$ cat config.mk
export PLATFORM = sky130hd
export DESIGN_NAME = pipe_hazard_ctrl
export DESIGN_NICKNAME = d
export VERILOG_FILES = /design/src/rtl/pipe_hazard_ctrl.sv
export SDC_FILE = /design/constraint.sdc
export NUM_CORES = 1
export LEC_CHECK = 0
export CORE_UTILIZATION = 36
export CTS_CLUSTER_SIZE = 25
export DETAILED_ROUTE_END_ITERATION = 12
export HOLD_SLACK_MARGIN = 0.03
export SLEW_MARGIN = 15
export SYNTH_ARGS = -nofsm -noshare
export SYNTH_HDL_FRONTEND = slang
export SYNTH_SLANG_ARGS = --single-unit
$ cat constraint.sdc
create_clock -name clk -period 3.1 [get_ports clk]
set_input_delay 0.465 -clock clk [delete_from_list [all_inputs] [get_ports clk]]
set_output_delay 0.465 -clock clk [all_outputs]
set_load 0.005 [all_outputs]
$ cat src/rtl/pipe_hazard_ctrl.sv
// Pipeline hazard controller: memory-stall, load-use bubble and branch-flush
// steering for a 5-stage pipeline, with saturating performance counters.
module pipe_hazard_ctrl #(
    parameter int unsigned CNT_WIDTH = 32
) (
    input  logic                 clk,
    input  logic                 rst,
    input  logic                 imem_pending,
    input  logic                 icache_resp,
    input  logic                 dmem_pending,
    input  logic                 dcache_resp,
    input  logic                 load_use,
    input  logic                 br_mispredict,
    output logic                 pc_load,
    output logic                 ifid_load,
    output logic                 idex_load,
    output logic                 exmem_load,
    output logic                 memwb_load,
    output logic                 ifid_rst,
    output logic                 idex_rst,
    output logic                 exmem_rst,
    output logic                 pc_redirect,
    output logic [CNT_WIDTH-1:0] stall_cnt,
    output logic [CNT_WIDTH-1:0] flush_cnt,
    output logic [CNT_WIDTH-1:0] bubble_cnt
);

    typedef enum logic {
        RUN   = 1'b0,
        STALL = 1'b1
    } state_t;

    localparam logic [CNT_WIDTH-1:0] CNT_ONE = {{(CNT_WIDTH-1){1'b0}}, 1'b1};

    state_t               r_state;
    logic                 r_i_done;
    logic                 r_d_done;
    logic [CNT_WIDTH-1:0] r_stall_cnt;
    logic [CNT_WIDTH-1:0] r_flush_cnt;
    logic [CNT_WIDTH-1:0] r_bubble_cnt;

    logic w_i_ok;
    logic w_d_ok;
    logic w_mem_stall;
    logic w_adv;
    logic w_flush;
    logic w_bubble;

    // Done flags only carry meaning while stalled; they are cleared on every advance.
    assign w_i_ok      = !imem_pending | icache_resp | (r_i_done & (r_state == STALL));
    assign w_d_ok      = !dmem_pending | dcache_resp | (r_d_done & (r_state == STALL));
    assign w_mem_stall = !(w_i_ok & w_d_ok);

    // Gating with rst forces every control output low while reset is held.
    assign w_adv    = rst & !w_mem_stall;
    assign w_flush  = w_adv & br_mispredict;
    assign w_bubble = w_adv & load_use & !br_mispredict;

    assign pc_load     = w_adv & !w_bubble;
    assign ifid_load   = w_adv & !w_bubble;
    assign idex_load   = w_adv;
    assign exmem_load  = w_adv;
    assign memwb_load  = w_adv;
    assign ifid_rst    = w_flush;
    assign idex_rst    = w_flush | w_bubble;
    assign exmem_rst   = w_flush;
    assign pc_redirect = w_flush;

    assign stall_cnt  = r_stall_cnt;
    assign flush_cnt  = r_flush_cnt;
    assign bubble_cnt = r_bubble_cnt;

    always_ff @(posedge clk or negedge rst) begin
        if (!rst) begin
            r_state      <= RUN;
            r_i_done     <= 1'b0;
            r_d_done     <= 1'b0;
            r_stall_cnt  <= '0;
            r_flush_cnt  <= '0;
            r_bubble_cnt <= '0;
        end else begin
            if (w_mem_stall) begin
                r_state <= STALL;
                // Retain responses that arrive on different cycles of one stall.
                if (icache_resp) r_i_done <= 1'b1;
                if (dcache_resp) r_d_done <= 1'b1;
                if (r_stall_cnt != '1) r_stall_cnt <= r_stall_cnt + CNT_ONE;
            end else begin
                r_state  <= RUN;
                r_i_done <= 1'b0;
                r_d_done <= 1'b0;
            end
            if (w_flush && r_flush_cnt != '1)
                r_flush_cnt <= r_flush_cnt + CNT_ONE;
            if (w_bubble && r_bubble_cnt != '1)
                r_bubble_cnt <= r_bubble_cnt + CNT_ONE;
        end
    end

endmodule

# Word level (Yosys, flattened, before mapping)
# Cells that the tools add are included.
# word_totals
register_bits	99
input_bits	8
elab_cells	40
# classes
addsub	3
eq_ne	3
muxes	5
bitwise	14
reduce_logical	9
# ops
cell	n
32-bit by 1-bit adder with 32-bit output, second input constant	3
32-bit != test, second input constant	3
1-bit AND	8
1-bit two-way mux	5
1-bit bitwise OR	5
1-bit logical NOT	4
2-bit nonzero test	2
1-bit logical AND	2
2-bit AND reduction	1
1-bit NOT	1

# Depth between registers and ports, before layout
# depth
word_depth	9
mapped_depth	7
depth_no_buf	6

# Worst setup path after synthesis
# Ideal clock, no wire load.
# synth_path
kind	register -> register
from	reg r_bubble_cnt[8], in the netlist bubble_cnt[8]
to	reg r_bubble_cnt[31], in the netlist bubble_cnt[31]
arrival_time_ns	1.808
required_ns	2.977
path_slack_ns	1.168
stages_incl_launch_ff	6
path_buffers	0
path_cell_list	dfrtp_1 > nand4_4 > or4b_4 > a2111oi_4 > nand4_1 > xnor2_1
# synth_between
elab_chain_cells	2
word_cells_on_any_way	3
classes_between	add/sub (1); eq/ne (1); reduce/logical (1)
# synth_rtl
element	line_no	rtl
start: declaration	40	logic [CNT_WIDTH-1:0] r_bubble_cnt;
start signal: assignment	96	r_bubble_cnt <= r_bubble_cnt + CNT_ONE;
branches (longest 2 deep; another with 32-bit by 1-bit adder with 32-bit output)	--	
# Parallel ways; which one is timed is not known.
# A chain may end at the register's enable or synchronous reset.

# Final worst setup path
# layout_path
from	in rst
to	out ifid_rst
# layout_between
elab_chain_cells	2
# layout_rtl
element	line_no	rtl
start: declaration	7	input logic rst,
1-bit AND	55	assign w_adv = rst & !w_mem_stall;
1-bit AND	56	assign w_flush = w_adv & br_mispredict;
end: declaration	19	output logic ifid_rst,
# No other way between the ends.

==> flow_metrics.py <==
metrics = {
    "sta": {
        "maxSlewViolCount": 0,
        "relSlewSlack_pct": 54.5,
        "timing.final.crit_share_pct": 91.2,
        "skew_ps": 6.86,
        "setup_viol": 0,
        "final.min_clock_period_ps": 2830,
        "rsz0062_at_grt": "false",
        "setup_slack_ps": 272,
        "fmax_ghz": 0.354,
        "setup_tns_ps": 0,
        "tightest_slew_ps": 682,
        "finalHoldViolCount": 0,
    },
    "final_layout": {
        "n_fill_cell": 1240,
        "nNetsFinal": 582,
        "final_common_cell": "clkdlybuf4s50_1",
        "n_antenna_cell": 0,
        "finalNonFillerCells": 748,
        "area_growth_pct": 32.4,
        "drive_above_1_share_pct": 7.87,
        "design_area_mm2": 0.00642,
        "final_cell_mix": "clkdlybuf4s50_1, dfrtp_1, xnor2_1",
    },
    "synth": {
        "synth_edf_count": 0,
        "syn_nets": 461,
        "ys_warn_count": 0,
        "ys.flop_type": "dfrtp_1",
        "synth.distinct_cells": 51,
        "syn_area_per_cell_um2": 10.8,
        "synthCells": 450,
        "ys_seq_area_share_pct": 51.1,
        "syn_area_mm2": 0.00485,
        "async_reset_ff_share_pct": 100,
        "ys_seq_elements": 99,
    },
    "placement": {
        "portBuffers": 112,
        "gp_congestion": 0.794,
        "place_hpwl_um": 8450,
        "dp_slack_ps": 294,
        "placed_cell_area_mm2": 0.00617,
        "placed_cells": 735,
    },
    "power": {
        "p_per_area_mw_per_mm2": 478,
        "p_sw_mw": 0.807,
        "clkPwrFrac_pct": 31.3,
        "p_leak_nw": 2.77,
        "ir_drop_mv": 0.337,
        "seq_power_share_pct": 51.5,
        "p_int_mw": 2.26,
        "comb_power_share_pct": 17.1,
        "switching_share_pct": 26.3,
        "design_power_total_mw": 3.07,
    },
    "floorplan": {
        "row_count": 42,
        "core_mm2": 0.0132,
        "die_area_mm2": 0.0139,
        "start_util_pct": 36.7,
        "ios": 113,
        "die_width_um": 118,
        "die_h_um": 118,
    },
    "setup_path": {
        "worst_ep_required_time_ps": 2630,
        "crit_path_end_kind": "output port",
        "startpoint_type": "input port",
        "worst_ep_arrival_time_ps": 2360,
        "path_class": "input port to output port",
        "cp_max_fo": 19,
    },
    "routing": {
        "wl_per_cell_um": 15.3,
        "final_antenna_net_count": 0,
        "dr.pass1.iters": 4,
        "drtIter0Drc": 135,
        "wl_um": 11400,
        "via_per_inst": 5.02,
        "dr_total_vias": 3757,
        "drc_errors": 0,
    },
    "hold_path": {
        "hold_class": "flop to flop",
    },
    "global_route": {
        "grt_pass1_wl_um": 19400,
        "grt_usage_pct": 17.6,
        "first_global_vias": 3816,
        "antenna_found_initial": 0,
        "overflow": 0,
        "grt_max_degree": 45,
    },
    "clock_tree": {
        "cts_setup_buffers": 0,
        "cts_hold_buf": 1,
        "cts_max_level": 3,
        "clkTransAtPathRegs_ps": 60,
        "cts_resized": 0,
        "insertion_delay_ps": 340,
        "cts_made_buffers": 9,
        "cts_root_buf": "clkbuf_16",
        "cts_buffer_depth": 2,
        "cts.sinks": 99,
        "cts_tree": "yes",
    },
    "status": {
        "status": "finished, final reports clean",
    },
    "run": {
        "maxCapViolCount": 0,
    },
}
-- layout make-up --
class / instances / area, um^2 / share of cell area (%)
Multi-Input combinational cell: 329 / 2260 / 35.2
Sequential cell: 99 / 2480 / 38.6
Inverter: 13 / 48.8 / 0.760
Tap cell: 176 / 220 / 3.43
Clock buffer: 11 / 233 / 3.63
Timing Repair Buffer: 119 / 1170 / 18.3
Clock inverter: 1 / 5.00 / 0.0780
-- power groups by stage --
stage / registers [mW] / logic [mW] / clock network [mW]
3_5_place_dp: 1.60 / 0.533 / 0
2_1_floorplan: 1.58 / 0.194 / 0
6_report: 1.58 / 0.526 / 0.962
5_1_grt: 1.61 / 0.583 / 1.06
3_3_place_gp: 1.60 / 0.526 / 0
4_1_cts: 1.58 / 0.538 / 1.01
-- sequential cells by signal, summed over array words and instances (netlist names) --
register	count
stall_cnt	32
flush_cnt	32
bubble_cnt	32
r_i_done	1
r_state	1
r_d_done	1
-- final timing paths --
| kind | start | endpoint | slack (ps) | cells after the start |
|---|---|---|---|---|
| min in group asynchronous | rst | r_i_done | 530 | 2 |
| worst min register to register | r_i_done | r_i_done | 500 | 2 |
| worst max register to register | bubble_cnt[0] | bubble_cnt[18] | 810 | 6 |
| worst min-delay path | r_i_done | r_i_done | 500 | 2 |
| max in group asynchronous | rst | bubble_cnt[7] | 1170 | 4 |
| worst max-delay path | rst | ifid_rst | 270 | 7 |
-- routing by layer --
layer / wire length, um / part of all wire, % / track usage (%) / up-vias
met1: 5450 / 48 / 23.8 / 1819
met5: 0 / 0 / 0 / -
met2: 5390 / 47 / 26.9 / 91
li1: - / - / - / 1836
met3: 391 / 3.4 / 3.54 / 11
met4: 194 / 1.7 / 8.25 / 0
-- Yosys cell counts, types with 5 or more instances --
library cell,n,area (um^2)
a21oi_1,5,25.0
and3_1,16,100
and4_1,8,70.1
buf_4,5,37.5
dfrtp_1,99,2480
inv_1,12,45.0
nand2_1,33,124
nand3_1,27,135
nand4_1,38,238
nor2_1,33,124
nor3_1,20,100
nor4_1,6,37.5
xnor2_1,48,420
xor2_1,43,377
-- critical path: stages --
cell and delay [ps]:
dlygate4sd3_1 520, buf_4 250, and2_1 170, o221ai_1 120, buf_4 180, inv_1 130
clkdlybuf4s50_1 520
-- logic make-up after synthesis --
family	after synthesis	share of synthesized area, %
adders and majority gates	3	0.774
xor gates and xnor gates	91	16.4
DFF	99	51.1
buffers and inverters	22	2.25
and+or+nand+nor	214	25.6
AOI/OAI and AO/OA	19	3.38
muxes	2	0.465
-- through the flow --
step	utilization (%)	hold slack [ps]
global placement	46.8	350
CTS	48.7	501
global route	48.7	516
detailed placement	46.8	351
finish	48.7	496
floorplan	-	169
No activity file was read; power rests on OpenSTA's default activity.
